<file path="config.mk">
export PLATFORM = sky130hd
export DESIGN_NAME = uart_prog_loader_flat
export DESIGN_NICKNAME = d
export VERILOG_FILES = /design/src/rtl/uart_prog_loader_if.sv /design/src/rtl/uart_prog_loader.sv /design/src/flat_wrapper.sv
export SDC_FILE = /design/constraint.sdc
export NUM_CORES = 1
export LEC_CHECK = 0
export CORE_MARGIN = 8
export CORE_UTILIZATION = 57
export CTS_CLUSTER_SIZE = 10
export DETAILED_ROUTE_END_ITERATION = 16
export PLACE_DENSITY = 0.8
export SLEW_MARGIN = 20
export SYNTH_ARGS = -nofsm -noshare
export SYNTH_HDL_FRONTEND = slang
export SYNTH_SLANG_ARGS = --single-unit
</file>
<file path="constraint.sdc">
create_clock -name clk -period 4.55 [get_ports clk]
set_input_delay 1.1375 -clock clk [delete_from_list [all_inputs] [get_ports clk]]
set_output_delay 1.1375 -clock clk [all_outputs]
set_load 0.01 [all_outputs]
</file>
<file path="src/rtl/uart_prog_loader_if.sv">
// Loader-side bundle: host controls (prog_en, rx_serial) in, imem write port and status out.
interface uart_prog_loader_if #(
  parameter int ADDR_WIDTH = 12
);
  logic                  prog_en;
  logic                  rx_serial;
  logic                  prog_ready;
  logic                  imem_we;
  logic [ADDR_WIDTH-1:0] imem_addr;
  logic [31:0]           imem_wdata;
  logic                  prog_done;
  logic                  frame_err;
  logic                  overflow;

  modport master (
    input  prog_en, rx_serial,
    output prog_ready, imem_we, imem_addr, imem_wdata, prog_done, frame_err, overflow
  );

  modport slave (
    output prog_en, rx_serial,
    input  prog_ready, imem_we, imem_addr, imem_wdata, prog_done, frame_err, overflow
  );
endinterface

</file>
<file path="src/rtl/uart_prog_loader.sv">
// UART 8N1 boot loader: packs big-endian byte quads into words and writes them to
// consecutive imem addresses until the terminator word or the end of memory.
module uart_prog_loader #(
  parameter int          CLKS_PER_BIT = 348,
  parameter int          ADDR_WIDTH   = 12,
  parameter logic [31:0] TERM_WORD    = 32'h00000FFF
) (
  input logic               clk,
  input logic               rst,
  uart_prog_loader_if.master bus
);

  localparam int                CNT_W     = $clog2(CLKS_PER_BIT);
  localparam logic [CNT_W-1:0] BIT_LAST  = CNT_W'(CLKS_PER_BIT - 1);
  localparam logic [CNT_W-1:0] HALF_LAST = CNT_W'(CLKS_PER_BIT / 2 - 1);

  typedef enum logic [1:0] {IDLE, LOAD, DONE} top_state_t;
  typedef enum logic [1:0] {RX_IDLE, RX_START, RX_DATA, RX_STOP} rx_state_t;

  top_state_t            state;
  rx_state_t             rx_state;
  logic                  rx_sync_p0, rx_sync_p1;
  logic [CNT_W-1:0]      clk_cnt;
  logic [2:0]            bit_idx;
  logic [7:0]            rx_byte;
  logic [31:0]           word;
  logic [31:0]           word_next;
  logic [1:0]            byte_cnt;
  logic [ADDR_WIDTH-1:0] addr;
  logic                  imem_we;
  logic [ADDR_WIDTH-1:0] imem_addr;
  logic [31:0]           imem_wdata;
  logic                  frame_err;
  logic                  overflow;

  assign word_next = {word[23:0], rx_byte};

  // Stage p0/p1: two-flop synchroniser, idle-high so reset looks like a quiet line
  always_ff @(posedge clk or posedge rst) begin
    if (rst) begin
      rx_sync_p0 <= 1'b1;
      rx_sync_p1 <= 1'b1;
    end else begin
      rx_sync_p0 <= bus.rx_serial;
      rx_sync_p1 <= rx_sync_p0;
    end
  end

  always_ff @(posedge clk or posedge rst) begin
    if (rst) begin
      state      <= IDLE;
      rx_state   <= RX_IDLE;
      clk_cnt    <= '0;
      bit_idx    <= '0;
      rx_byte    <= '0;
      word       <= '0;
      byte_cnt   <= '0;
      addr       <= '0;
      imem_we    <= 1'b0;
      imem_addr  <= '0;
      imem_wdata <= '0;
      frame_err  <= 1'b0;
      overflow   <= 1'b0;
    end else begin
      imem_we <= 1'b0;
      case (state)
        IDLE: begin
          rx_state <= RX_IDLE;
          if (bus.prog_en) begin
            state     <= LOAD;
            addr      <= '0;
            byte_cnt  <= '0;
            frame_err <= 1'b0;
            overflow  <= 1'b0;
          end
        end
        DONE: begin
          rx_state <= RX_IDLE;
          if (!bus.prog_en) state <= IDLE;
        end
        LOAD: begin
          // Abort has priority over a byte completing in the same cycle
          if (!bus.prog_en) begin
            state    <= IDLE;
            rx_state <= RX_IDLE;
          end else begin
            case (rx_state)
              RX_IDLE: begin
                clk_cnt <= '0;
                if (!rx_sync_p1) rx_state <= RX_START;
              end
              RX_START: begin
                if (clk_cnt == HALF_LAST) begin
                  clk_cnt  <= '0;
                  bit_idx  <= '0;
                  rx_state <= rx_sync_p1 ? RX_IDLE : RX_DATA;
                end else begin
                  clk_cnt <= clk_cnt + 1'b1;
                end
              end
              RX_DATA: begin
                if (clk_cnt == BIT_LAST) begin
                  clk_cnt <= '0;
                  rx_byte <= {rx_sync_p1, rx_byte[7:1]};
                  if (bit_idx == 3'd7) rx_state <= RX_STOP;
                  else                 bit_idx  <= bit_idx + 1'b1;
                end else begin
                  clk_cnt <= clk_cnt + 1'b1;
                end
              end
              RX_STOP: begin
                if (clk_cnt == BIT_LAST) begin
                  clk_cnt  <= '0;
                  rx_state <= RX_IDLE;
                  if (!rx_sync_p1) begin
                    frame_err <= 1'b1;
                  end else begin
                    word     <= word_next;
                    byte_cnt <= byte_cnt + 1'b1;
                    if (byte_cnt == 2'd3) begin
                      if (word_next == TERM_WORD) begin
                        state <= DONE;
                      end else begin
                        imem_we    <= 1'b1;
                        imem_addr  <= addr;
                        imem_wdata <= word_next;
                        addr       <= addr + 1'b1;
                        if (addr == '1) begin
                          state    <= DONE;
                          overflow <= 1'b1;
                        end
                      end
                    end
                  end
                end else begin
                  clk_cnt <= clk_cnt + 1'b1;
                end
              end
              default: rx_state <= RX_IDLE;
            endcase
          end
        end
        default: state <= IDLE;
      endcase
    end
  end

  assign bus.prog_ready = (state == LOAD);
  assign bus.prog_done  = (state == DONE);
  assign bus.imem_we    = imem_we;
  assign bus.imem_addr  = imem_addr;
  assign bus.imem_wdata = imem_wdata;
  assign bus.frame_err  = frame_err;
  assign bus.overflow   = overflow;

endmodule
</file>
<file path="src/flat_wrapper.sv">
// flat-port wrapper written by rule: the top's interface ports become plain ports
module uart_prog_loader_flat 
#(
  parameter int          CLKS_PER_BIT = 348,
  parameter int          ADDR_WIDTH   = 12,
  parameter logic [31:0] TERM_WORD    = 32'h00000FFF
)
  (clk, rst, bus_prog_en, bus_rx_serial, bus_prog_ready, bus_imem_we, bus_imem_addr, bus_imem_wdata, bus_prog_done, bus_frame_err, bus_overflow);
  uart_prog_loader_if #(.ADDR_WIDTH(ADDR_WIDTH)) bus_i ();
  input logic clk;
  input logic rst;
  input wire logic [$bits(bus_i.prog_en)-1:0] bus_prog_en;
  input wire logic [$bits(bus_i.rx_serial)-1:0] bus_rx_serial;
  output wire logic [$bits(bus_i.prog_ready)-1:0] bus_prog_ready;
  output wire logic [$bits(bus_i.imem_we)-1:0] bus_imem_we;
  output wire logic [$bits(bus_i.imem_addr)-1:0] bus_imem_addr;
  output wire logic [$bits(bus_i.imem_wdata)-1:0] bus_imem_wdata;
  output wire logic [$bits(bus_i.prog_done)-1:0] bus_prog_done;
  output wire logic [$bits(bus_i.frame_err)-1:0] bus_frame_err;
  output wire logic [$bits(bus_i.overflow)-1:0] bus_overflow;
  assign bus_i.prog_en = bus_prog_en;
  assign bus_i.rx_serial = bus_rx_serial;
  assign bus_prog_ready = bus_i.prog_ready;
  assign bus_imem_we = bus_i.imem_we;
  assign bus_imem_addr = bus_i.imem_addr;
  assign bus_imem_wdata = bus_i.imem_wdata;
  assign bus_prog_done = bus_i.prog_done;
  assign bus_frame_err = bus_i.frame_err;
  assign bus_overflow = bus_i.overflow;
  uart_prog_loader #(.CLKS_PER_BIT(CLKS_PER_BIT), .ADDR_WIDTH(ADDR_WIDTH), .TERM_WORD(TERM_WORD)) u_core (.clk(clk), .rst(rst), .bus(bus_i));
endmodule
</file>
* Yosys cells after proc, flatten, opt, wreduce, memory -nomap -nowiden
Cells that the tools add are included.
W data, S select, Z words.
** Word-level totals
- Flip-flop bits (word level) :: 111
- Output and inout bits :: 49
- Logic and storage cells :: 133
** Operators by class
- Add/sub/neg operators :: 4
- Equality and inequality tests :: 34
- Muxes and demuxes :: 61
- Bitwise gates (word level) :: 1
- Reductions and logical operators :: 18
** Operators with widths (count)
- $mux W12 :: 7
- $mux W2 :: 21
- $eq A32 B12 Y1 const B :: 1
- $pmux W9 S3 :: 1
- $pmux W12 S2 :: 1
- $reduce_and A6 Y1 :: 4
- $mux W1 :: 19
- $mux W9 :: 2
- $ne A4 B3 Y1 const B :: 4
- $ne A2 B1 Y1 const B :: 7
- $reduce_and A7 Y1 :: 2
- $add A12 B1 Y12 const B :: 1
- $eq A12 B12 Y1 const B :: 1
- $ne A2 B2 Y1 const B :: 6
- $ne A3 B2 Y1 const B :: 4
- $add A9 B1 Y9 const B :: 1
- $eq A9 B8 Y1 const B :: 1
- $eq A9 B9 Y1 const B :: 1
- $mux W3 :: 3
- $reduce_and A9 Y1 :: 1
- $eq A2 B2 Y1 const B :: 4
- $pmux W2 S2 :: 2
- $pmux W2 S4 :: 1
- $reduce_and A8 Y1 :: 1
- other kinds (16) :: 22

* Depth between registers and ports, before layout
Gate-level depths: netlist of the first run.
- Depth after elaboration :: 9
- Depth in mapped cells :: 8
- Depth with buffers taken out :: 7

* Worst setup path before layout of the first run
OpenSTA, ideal clock, no wires.
- Kind :: input-to-reg
- Start :: in bus_prog_en
- End :: reg u_core.imem_wdata[10] (netlist: u_core.bus.imem_wdata[10])
- Data arrival time :: 2.613 ns
- Required time :: 4.425 ns
- Slack :: 1.811 ns
- Cell stages on the path :: 8
- Buffers on the path :: 3
- Cells stage by stage :: and3b_1 buf_4 nand2_2 nor3_4 and3_1 buf_6 buf_6 mux2_4
** On the way
- Word-level cells in the longest chain between the ends :: 1
** Ends and longest elaborated chain
- start: declaration :: line flat_wrapper.sv:12 : input wire logic [$bits(bus_i.prog_en)-1:0] bus_prog_en;
- $reduce_and A7 Y1 (no source line)
- end signal: assignment :: line uart_prog_loader.sv:126 : imem_wdata <= word_next;
- end: declaration :: line uart_prog_loader.sv:32 : logic [31:0] imem_wdata;
Every way passes these cells.
A chain may end at the register's enable or synchronous reset.

* Worst setup path after layout of the first run
- Start :: in bus_prog_en
- End :: reg u_core.imem_wdata[2] (netlist: u_core.bus.imem_wdata[2])
Same word-level chain as after synthesis.

==> run summary, run 1 <==
=========================================================================================
Outcome                                                                      finished clean
Total CTS buffers                                                                       9
Half-perimeter wire length after detailed placement                               6860 um
Worst Setup Path Type                                                        input pin to flop
Reg clk slew, reported paths                                                       110 ps
Most frequent standard cell in the layout excluding fill and tap cells       sky130_fd_sc_hd__dfrtp_1
Min cycle time layout                                                             3330 ps
Antenna violations before repair                                                        0
Ports                                                                                  53
Worst slew margin                                                                   0.474
Clock power share                                                                   0.345
Internal power component                                                        0.00123 W
Die span in x                                                                      110 um
Placement Rows                                                                         34
Kind of start point of the critical path                                        input pin
Switching power share of the total                                                  0.242
Deepest clock path buffer count                                                         2
Unrepaired setup endpoints after global routing                                     false
Slew of the pin with the lowest slew margin                                        790 ps
Clk sinks                                                                             111
CP Capture Type                                                                      flop
Minimum setup slack among reg-to-reg paths                                        1810 ps
Net switching power                                                            0.000393 W
Wire length of the first global-routing pass                                     16800 um
Number of synthesized flops with an enable pin                                          0
Pwr dens                                                                      278 nW/um^2
Chip Height                                                                        110 um
Combined area of all synthesized cells                                         5080 sq um
Setup skew after layout                                                           12.1 ps
Initial DRC count                                                                     240
Maximum number of pins on one net before global-route repair                           64
Yosys warns                                                                             0
Power share of the sequential group                                                 0.620
Average via count per standard cell                                                  5.99
Crit-path max cell delay                                                           530 ps
Max Slew Vio Count                                                                      0
Overall die area                                                              12200 sq um
Combinational cell fraction of total power                                          0.035
Number of resized instances in the post-cts repair step                                 0
Via count of the first global-routing pass                                           3205
Final setup violation count                                                             0
Number of vias after detailed routing                                                3293
Highest-count cells in the layout ignoring fill and taps                     109 x sky130_fd_sc_hd__dfrtp_1, 52 x sky130_fd_sc_hd__clkdlybuf4s50_1, 40 x sky130_fd_sc_hd__mux2_4, 38 x sky130_fd_sc_hd__mux2_2, 22 x sky130_fd_sc_hd__nand2_1
Post-CTS Setup Inserts                                                                  0
Total negative slack                                                                 0 ps
Slowest cell on the critical path                                            sky130_fd_sc_hd__clkdlybuf4s50_1
Final routed DRC violation total                                                        0
Final std cell area, no fill                                                   5860 sq um
Required time of the critical path                                                4810 ps
Syn nets                                                                              395
Classification of the worst-slack hold path                                  flop to flop
Number of unique standard cell types used by synthesis                                 58
Diode insertion count for antenna repair                                                0
Fin. Hold Viols                                                                         0
Worst vdd rail ir drop                                                           0.177 mV
Arrival @ worst endpoint                                                          3590 ps
Detailed-route wire length per cell                                               18.2 um
Max capacitance violation total                                                         0
Leakage                                                                           2.67 nW
Area growth syn-to-layout                                                           15.5%
Remaining global-route overflow                                                         0
Placed cell areas                                                              5670 sq um
CP max FO                                                                              34
Count of nets left with antenna violations after detail routing                         0
Quantity of I/O buffers inserted on ports                                              52
Clock tree from TritonCTS                                                            done
Nets@finish                                                                           447
Ys flop type                                                                 sky130_fd_sc_hd__dfrtp_1
Proportion of register bits with asynchronous set or reset after synthesis           1.00
Maximum operating frequency                                                       300 MHz
Clock root buffer                                                            sky130_fd_sc_hd__clkbuf_8
CTS H-tree depth                                                                        3
Portion of the clock cycle consumed by the worst path in the final layout           0.732
Gr usage total                                                                      0.174
Number of synthesized register bits                                                   111
Number of standard cells after synthesis                                              385
Router iterations before antenna repair                                                 5
Layout cell share with drive strength beyond 1                                      0.249
Clock latency reported for the late side of the worst-skew pair                    370 ps
Total wire length                                                                 9990 um
CORE AREA                                                                      8680 sq um
Routability congestion estimate from global placement                               0.868
Starting density of the core                                                        0.585
CP Cell Sequence                                                             clkdlybuf4s50_1 -> and3b_1 -> nand2_2 -> nor3_4 -> and3_2 -> buf_12 -> mux2_2
Per-instance average area after synthesis                                      13.2 sq um
Post-synthesis sequential area ratio                                                0.548
Hold-fix buffers at CTS                                                                 0
=========================================================================================
[layer usage]
metal / GRT usage / routed length [um]
met1: 0.259 / 4750
met2: 0.250 / 4590
met3: 0.0355 / 562
met5: 0 / 0
met4: 0.0523 / 89
[through the flow]
step           worst slack [ps]  total power (W)  cells   util  hold WS [ps]
3_5_place_dp                860          0.00109    534  0.654           351
3_3_place_gp                960          0.00108    534  0.654           346
4_1_cts                    1240          0.00164    550  0.676           365
6_report                   1220          0.00163    550  0.676           363
5_1_grt                    1120          0.00169    550  0.676           369
2_1_floorplan               485          0.00106    385      -           345
[worst paths after layout]
| kind | start | end | depth (start not counted) |
|---|---|---|---|
| worst max-delay path | bus_prog_en | u_core.bus.imem_wdata[2]$_DFFE_PP0P_ | 7 |
| worst min-delay path | u_core.rx_sync_p0$_DFF_PP1_ | u_core.rx_sync_p1$_DFF_PP1_ | 0 |
| worst max register to register | u_core.clk_cnt[0]$_DFFE_PP0P_ | u_core.bus.imem_wdata[2]$_DFFE_PP0P_ | 7 |
| worst min register to register | u_core.rx_sync_p0$_DFF_PP1_ | u_core.rx_sync_p1$_DFF_PP1_ | 0 |
| max in group asynchronous | rst | u_core.rx_sync_p0$_DFF_PP1_ | 3 |
| min in group asynchronous | rst | u_core.bus.imem_wdata[28]$_DFFE_PP0P_ | 2 |
[cell type report]
| type | count | area (sq um) |
|---|---|---|
| fillers | 641 | 2820 |
| flip-flops and latches | 111 | 2780 |
| multi-input cells | 251 | 2150 |
| repair buffers | 56 | 576 |
| clock buffers | 10 | 138 |
| well taps | 108 | 135 |
| clock inverters | 6 | 52.6 |
| inverters | 8 | 32.5 |
[cell families after synthesis]
group	after synthesis	synth area share
xor gates and xnor gates	2	0.00345
buffers and inverters	23	0.0293
AOI/OAI and AO/OA	57	0.0781
DFF	111	0.548
muxes	82	0.210
adders and majority gates	6	0.0148
and+or+nand+nor	104	0.116
[synth_stat cells, types with 3 or more instances]
| master | number | share of area |
|---|---|---|
| sky130_fd_sc_hd__o21ai_0 | 11 | 0.011 |
| sky130_fd_sc_hd__nand4_1 | 6 | 0.0074 |
| sky130_fd_sc_hd__nor2_1 | 14 | 0.010 |
| sky130_fd_sc_hd__inv_1 | 8 | 0.0059 |
| sky130_fd_sc_hd__a31oi_1 | 4 | 0.0049 |
| sky130_fd_sc_hd__dfrtp_1 | 109 | 0.54 |
| sky130_fd_sc_hd__a22o_1 | 5 | 0.0086 |
| sky130_fd_sc_hd__buf_2 | 3 | 0.0030 |
| sky130_fd_sc_hd__nor3_1 | 8 | 0.0079 |
| sky130_fd_sc_hd__mux2_4 | 40 | 0.12 |
| sky130_fd_sc_hd__and4b_1 | 3 | 0.0059 |
| sky130_fd_sc_hd__clkbuf_1 | 5 | 0.0037 |
| sky130_fd_sc_hd__mux2_2 | 38 | 0.084 |
| sky130_fd_sc_hd__mux2i_1 | 4 | 0.0079 |
| sky130_fd_sc_hd__nand2b_1 | 5 | 0.0062 |
| sky130_fd_sc_hd__nand3_1 | 15 | 0.015 |
| sky130_fd_sc_hd__nand2_1 | 22 | 0.016 |
| sky130_fd_sc_hd__nor4_1 | 8 | 0.0099 |
| sky130_fd_sc_hd__a21oi_1 | 9 | 0.0089 |
| sky130_fd_sc_hd__o211ai_1 | 5 | 0.0074 |
| sky130_fd_sc_hd__and3_1 | 5 | 0.0062 |
| sky130_fd_sc_hd__buf_8 | 3 | 0.0089 |
| sky130_fd_sc_hd__ha_1 | 6 | 0.015 |
| sky130_fd_sc_hd__a21o_1 | 4 | 0.0059 |
[registers in the layout, summed over array words and instances, names as in the netlist]
signal / count
u_core.byte_cnt: 2
u_core.clk_cnt: 9
u_core.bus.imem_addr: 12
u_core.rx_sync_p1: 1
u_core.bus.imem_we: 1
u_core.rx_state: 2
u_core.bit_idx: 3
u_core.bus.frame_err: 1
u_core.word: 24
u_core.state: 2
u_core.bus.overflow: 1
u_core.addr: 12
u_core.rx_byte: 8
u_core.bus.imem_wdata: 32
u_core.rx_sync_p0: 1
[power groups by stage]
stage	Clock (W)	Sequential, W	Combinational (W)
detailed placement	0	0.00103	0.0000581
finish	0.000562	0.00101	0.0000569
global placement	0	0.00103	0.0000561
floorplan	0	0.00102	0.0000424
CTS	0.000576	0.00101	0.0000585
global route	0.000615	0.00101	0.0000657
[worst max-delay path: cells and delay by family]
kind / cells / cell delay (ps)
simple gates: 4 / 1220
mux: 1 / 370
buf+inv: 2 / 840
No activity file was read; power rests on OpenSTA's default activity.
==> inputs of run 2 (changes only) <==
==> constraint.sdc (replaced) <==
create_clock -name clk -period 3.14 [get_ports clk]
set_input_delay 0.785 -clock clk [delete_from_list [all_inputs] [get_ports clk]]
set_output_delay 0.785 -clock clk [all_outputs]
set_load 0.01 [all_outputs]
==> run 2 against run 1 <==
Total power grew 50%. Core utilization grew 0.81 points. Hold slack lost 0.92 ps. Sequential share of layout area shrank 0.56 points. Die area is the same. Via count grew 0.82%. Largest cell class unchanged. Highest routed layer unchanged.
==> run summary, run 2 (same netlist as run 1, synthesis figures left out) <==
========================================================================================
Initial DRC count                                                                    164
Number of vias after detailed routing                                               3320
Post-Place Cells                                                                     540
Largest register by flop count                                              u_core.bus.imem_wdata
Number of flip-flops under the largest register name                                  32
Regs by FF count                                                            u_core.bus.imem_wdata (32), u_core.word (24)
Placement Rows                                                                        34
Area taken by flip-flops and latches                                          2780 sq um
Min cycle time layout                                                            2570 ps
Via count of the first global-routing pass                                          3299
Slew of the pin with the lowest slew margin                                       811 ps
Wire length on met2                                                              4920 um
Max capacitance violation total                                                        0
Total area of multi-input combinational cells                                 2150 sq um
CTS H-tree depth                                                                       3
Hold-fix buffers at CTS                                                                0
Kind of start point of the critical path                                            flop
Net switching power                                                           0.000587 W
Total CTS buffers                                                                      9
Reg clk slew, reported paths                                                      110 ps
Post-layout power                                                              0.00244 W
Remaining global-route overflow                                                        0
Total negative slack                                                                0 ps
Number of resized instances in the post-cts repair step                                0
CP Cell Sequence                                                            nand2b_1 -> inv_1 -> clkdlybuf4s50_1
Detailed-route wire length per cell                                              18.7 um
Die span in x                                                                     110 um
Antenna violations before repair                                                       0
Buffer and inverter count on the worst path                                            2
Router iterations before antenna repair                                                4
Top routing layer used                                                              met4
Max Slew Vio Count                                                                     0
Chip Height                                                                       110 um
Diode insertion count for antenna repair                                               0
Clock latency reported for the late side of the worst-skew pair                   380 ps
Quantity of I/O buffers inserted on ports                                             52
Worst slew margin                                                                  0.458
Starting density of the core                                                       0.585
Number of cells in the finished layout apart from fillers                            555
Internal power component                                                       0.00185 W
Ports                                                                                 53
Count of nets left with antenna violations after detail routing                        0
Nets@finish                                                                          453
Metal1 wirelength                                                                4730 um
Most frequent standard cell in the layout excluding fill and tap cells      sky130_fd_sc_hd__dfrtp_1
Outcome                                                                     finished clean
Fin. Hold Viols                                                                        0
Power share of the sequential group                                                0.600
Arrival @ worst endpoint                                                         1790 ps
Classification of the worst-slack hold path                                 flop to flop
Final routed DRC violation total                                                       0
Portion of the clock cycle consumed by the worst path in the final layout          0.819
Final setup violation count                                                            0
Clock power share                                                                  0.364
Total wire length                                                               10400 um
Pwr dens                                                                     411 nW/um^2
Clock root buffer                                                           sky130_fd_sc_hd__clkbuf_8
Required time of the critical path                                               2350 ps
Half-perimeter wire length after detailed placement                              7160 um
Average via count per standard cell                                                 5.98
Worst Setup Path Type                                                       flop to output pin
Routability congestion estimate from global placement                              0.832
Maximum number of pins on one net before global-route repair                          43
Clk sinks                                                                            111
Combinational cell fraction of total power                                         0.036
Area growth syn-to-layout                                                          16.9%
Number of fillers in the final layout                                                615
Highest-count cells in the layout ignoring fill and taps                    109 x sky130_fd_sc_hd__dfrtp_1, 52 x sky130_fd_sc_hd__clkdlybuf4s50_1, 40 x sky130_fd_sc_hd__mux2_4, 38 x sky130_fd_sc_hd__mux2_2, 22 x sky130_fd_sc_hd__nand2_1
Crit-path max cell delay                                                          600 ps
Leakage                                                                          2.71 nW
Worst vdd rail ir drop                                                          0.201 mV
Switching power share of the total                                                 0.241
Layout cell share with drive strength beyond 1                                     0.257
CORE AREA                                                                     8680 sq um
Wire length of the first global-routing pass                                    17000 um
CP Capture Type                                                               output pin
Post-CTS Setup Inserts                                                                 0
Worst path top cell family by delay                                         buffers and inverters
Gr usage total                                                                     0.177
Met3 layer wire length in the routed design                                       573 um
Overall die area                                                             12200 sq um
CP max FO                                                                             13
Maximum operating frequency                                                      389 MHz
Slowest cell on the critical path                                           sky130_fd_sc_hd__dfrtp_1
Deepest clock path buffer count                                                        2
Setup skew after layout                                                          13.7 ps
Unrepaired setup endpoints after global routing                                    false
Clock tree from TritonCTS                                                           done
========================================================================================
==> run 2: cell types whose count changed in the layout (fill, tap and decap cells not counted), sizes merged <==
| cell | delta |
|---|---|
| buf | +6 |
| bufinv | +1 |
| clkbuf | -1 |
| clkinv | -1 |
==> run 2: area by class of cell <==
| type | instances | area share |
|---|---|---|
| Tap cell | 108 | 0.0228 |
| Inverter | 8 | 0.00569 |
| Multi-Input combinational cell | 251 | 0.362 |
| Timing Repair Buffer | 62 | 0.107 |
| Sequential cell | 111 | 0.469 |
| Clock inverter | 6 | 0.0131 |
| Clock buffer | 9 | 0.0209 |
==> run 2: path summary, 6_finish.rpt <==
check / startpoint / to / slack, ps / depth (start not counted)
max in group asynchronous: rst / u_core.rx_sync_p1$_DFF_PP1_ / 1540 / 3
setup reg to reg: u_core.word[14]$_DFFE_PP0P_ / u_core.bus.imem_wdata[8]$_DFFE_PP0P_ / 800 / 6
setup / recovery: u_core.state[0]$_DFFE_PP0P_ / bus_prog_ready / 570 / 3
min in group asynchronous: rst / u_core.bus.imem_wdata[21]$_DFFE_PP0P_ / 900 / 2
hold / removal: u_core.rx_sync_p0$_DFF_PP1_ / u_core.rx_sync_p1$_DFF_PP1_ / 360 / 0
hold reg to reg: u_core.rx_sync_p0$_DFF_PP1_ / u_core.rx_sync_p1$_DFF_PP1_ / 360 / 0
==> run 2: metal layers <==
metal  GRT usage  vias to the layer above
met5           0                        -
met4      0.0714                        0
met3      0.0320                       16
met2       0.268                       87
met1       0.246                     1676
li1            -                     1541
==> run 2: power groups by stage <==
stage                     registers [W]  clock network, W  logic [W]
after global routing            0.00146          0.000955  0.0000991
after CTS                       0.00146          0.000896  0.0000900
final                           0.00146          0.000888  0.0000875
after detailed placement        0.00149                 0  0.0000896
after global placement          0.00149                 0  0.0000863
after floorplan                 0.00148                 0  0.0000618
==> run 2: per-stage QoR <==
| step | instance area, sq um | hold WS (ps) | util | setup WS (ps) |
|---|---|---|---|---|
| 2_1_floorplan | 5080 | 345 | - | 754 |
| 3_3_place_gp | 5730 | 346 | 0.660 | 294 |
| 3_5_place_dp | 5730 | 348 | 0.660 | 239 |
| 4_1_cts | 5930 | 363 | 0.684 | 568 |
| 5_1_grt | 5930 | 365 | 0.684 | 493 |
| 6_report | 5930 | 362 | 0.684 | 569 |
==> inputs of run 3 (changes only) <==
--- a/config.mk
+++ b/config.mk
@@ -6,10 +6,10 @@
 export NUM_CORES = 1
 export LEC_CHECK = 0
 export CORE_MARGIN = 8
-export CORE_UTILIZATION = 57
+export CORE_UTILIZATION = 51
 export CTS_CLUSTER_SIZE = 10
 export DETAILED_ROUTE_END_ITERATION = 16
-export PLACE_DENSITY = 0.8
+export PLACE_DENSITY = 0.76
 export SLEW_MARGIN = 20
 export SYNTH_ARGS = -nofsm -noshare
 export SYNTH_HDL_FRONTEND = slang
==> constraint.sdc (replaced) <==
create_clock -name clk -period 2.1 [get_ports clk]
set_input_delay 0.525 -clock clk [delete_from_list [all_inputs] [get_ports clk]]
set_output_delay 0.525 -clock clk [all_outputs]
set_load 0.01 [all_outputs]
==> run 3 against run 2 <==
Count of clock-buffer cells in the layout did not move. Final cell count rose by 15%. Clock skew rose by 9.2 ps. Clock power rose by 44%. Total power rose by 49%. Non-clock buffer count rose by 56. Hold slack improved by 6.4 ps. Worst setup slack got worse by 540 ps. Core utilization fell by 0.97 points. Sequential cell count did not move. Critical path depth rose by 3. Critical endpoint is now u_core.bus.imem_wdata[11]$_DFFE_PP0P_.
==> run summary, run 3 (same netlist as run 1, synthesis figures left out) <==
========================================================================================
Clk sinks                                                                            111
Leakage                                                                          3.06 nW
Area growth syn-to-layout                                                          29.2%
Final worst hold slack                                                            368 ps
Regs by FF count                                                            u_core.bus.imem_wdata (32), u_core.word (24)
Maximum number of pins on one net before global-route repair                          40
CP max FO                                                                              7
Power share of the sequential group                                                0.602
Setup skew after layout                                                          22.9 ps
Number of flip-flops under the largest register name                                  32
Chip Height                                                                       116 um
Number of fillers in the final layout                                                696
Layout cell share with drive strength beyond 1                                     0.373
CTS H-tree depth                                                                       3
Worst reg-to-reg path cell count                                                       6
Highest-count cells in the layout ignoring fill and taps                    108 x sky130_fd_sc_hd__dfrtp_1, 56 x sky130_fd_sc_hd__buf_4, 49 x sky130_fd_sc_hd__clkdlybuf4s50_1, 40 x sky130_fd_sc_hd__mux2_4, 38 x sky130_fd_sc_hd__mux2_2
Via count of the first global-routing pass                                          3549
Kind of start point of the critical path                                            flop
Clock root buffer                                                           sky130_fd_sc_hd__clkbuf_8
Gr usage total                                                                     0.167
Pwr dens                                                                     553 nW/um^2
Most frequent standard cell in the layout excluding fill and tap cells      sky130_fd_sc_hd__dfrtp_1
Arrival @ worst endpoint                                                         2350 ps
CP Capture Type                                                                     flop
Worst path top cell family by delay                                         simple AND/OR/NAND/NOR gates
Combinational cell fraction of total power                                         0.046
Buffer and inverter count on the worst path                                            1
Total CTS buffers                                                                      9
Quantity of I/O buffers inserted on ports                                             52
Wire length of the first global-routing pass                                    17800 um
Count of nets left with antenna violations after detail routing                        0
Slowest cell on the critical path                                           sky130_fd_sc_hd__dfrtp_1
Die span in x                                                                     116 um
Classification of the worst-slack hold path                                 flop to flop
Hold-fix buffers at CTS                                                                0
Internal power component                                                       0.00270 W
Post-layout power                                                              0.00363 W
Switching power share of the total                                                 0.256
Routability congestion estimate from global placement                              0.874
Worst Setup Path Type                                                       flop to flop
Antenna violations before repair                                                       0
Maximum operating frequency                                                      484 MHz
Half-perimeter wire length after detailed placement                              7900 um
Final setup violation count                                                            0
Crit-path max cell delay                                                          440 ps
Unrepaired setup endpoints after global routing                                     true
Number of vias after detailed routing                                               3532
Nets@finish                                                                          509
Reg clk slew, reported paths                                                      120 ps
Starting density of the core                                                       0.522
Deepest clock path buffer count                                                        2
Router iterations before antenna repair                                                5
Total wire length                                                               11300 um
Clock tree from TritonCTS                                                           done
Ports                                                                                 53
Slew of the pin with the lowest slew margin                                       491 ps
Hold Startpoint                                                             u_core.rx_sync_p0$_DFF_PP1_
Launch point of the worst path                                              u_core.word[20]$_DFFE_PP0P_
CORE AREA                                                                     9730 sq um
Largest register by flop count                                              u_core.bus.imem_wdata
Clock power share                                                                  0.353
Hold Path Stages                                                                       0
Placement Rows                                                                        36
Remaining global-route overflow                                                        0
Outcome                                                                     finished clean
Detailed-route wire length per cell                                              17.8 um
Total negative slack                                                                0 ps
Worst vdd rail ir drop                                                          0.526 mV
Max Slew Vio Count                                                                     0
Portion of the clock cycle consumed by the worst path in the final layout          0.984
Clock latency reported for the late side of the worst-skew pair                   380 ps
Post-Place Cells                                                                     609
Worst slew margin                                                                  0.672
Origin of the critical flop-to-flop path                                    u_core.word[20]$_DFFE_PP0P_
Initial DRC count                                                                    208
CP Cell Sequence                                                            nor4_4 -> nand4_1 -> or2_4 -> and3_4 -> clkbuf_16 -> mux2_4
Net switching power                                                           0.000928 W
Overall die area                                                             13400 sq um
Number of cells in the finished layout apart from fillers                            637
Final routed DRC violation total                                                       0
Min cycle time layout                                                            2070 ps
Critical path depth in cells                                                           6
Max capacitance violation total                                                        0
Average via count per standard cell                                                 5.54
Required time of the critical path                                               2380 ps
Diode insertion count for antenna repair                                               0
Fin. Hold Viols                                                                        0
========================================================================================
run 3: worst reg2reg max path, stage by stage, from the launching register on:
cell                        delay [ps]
sky130_fd_sc_hd__dfrtp_1           440
sky130_fd_sc_hd__nor4_4            320
sky130_fd_sc_hd__nand4_1           170
sky130_fd_sc_hd__or2_4             280
sky130_fd_sc_hd__and3_4            250
sky130_fd_sc_hd__clkbuf_16         200
sky130_fd_sc_hd__mux2_4            300
run 3: power by group through the flow:
stage	combinational [W]	sequential [W]	clock [W]
floorplan	0.0000924	0.00222	0
global placement	0.000156	0.00222	0
detailed placement	0.000162	0.00222	0
CTS	0.000164	0.00218	0.00131
global route	0.000188	0.00219	0.00140
finish	0.000166	0.00218	0.00128
run 3: layout make-up:
type                    count  area, sq um  share of cell area
flip-flops and latches    111         2780               0.424
multi-input cells         251         2230               0.341
repair buffers            118         1140               0.173
well taps                 133          166              0.0254
clock buffers               9          124              0.0189
clock inverters             7         81.3              0.0124
inverters                   8         33.8             0.00515
run 3: metrics by stage:
stage                util  area [sq um]  worst slack (ps)
global placement    0.627          6100              -277
finish              0.674          6560              33.8
floorplan               -          5090             -20.3
global route        0.674          6560             -40.9
CTS                 0.653          6360             -4.77
detailed placement  0.627          6100              -313
run 3: path summary, 6_finish.rpt:
kind / to / slack, ps
min in group asynchronous: u_core.addr[0]$_DFFE_PP0P_ / 530
hold reg to reg: u_core.rx_sync_p1$_DFF_PP1_ / 370
setup / recovery: u_core.bus.imem_wdata[11]$_DFFE_PP0P_ / 30
hold / removal: u_core.rx_sync_p1$_DFF_PP1_ / 370
setup reg to reg: u_core.bus.imem_wdata[11]$_DFFE_PP0P_ / 30
max in group asynchronous: u_core.bus.imem_addr[9]$_DFFE_PP0P_ / 950
run 3: metal layers:
metal	routed length, um	global-route usage	vias up
met4	93	0.0380	0
met5	0	0	-
met3	542	0.0375	8
li1	-	-	1657
met1	5010	0.221	1791
met2	5660	0.274	76
run 3: what timing repair did:
| action | CTS | global route |
|---|---|---|
| pin swaps | 5 | 5 |
| setup buffers | 3 | 5 |
| setup endpoints to repair | 49 | 77 |
| cloned | 0 | 4 |
| resized for setup | 8 | 22 |
| hold endpoints to repair | 0 | 0 |
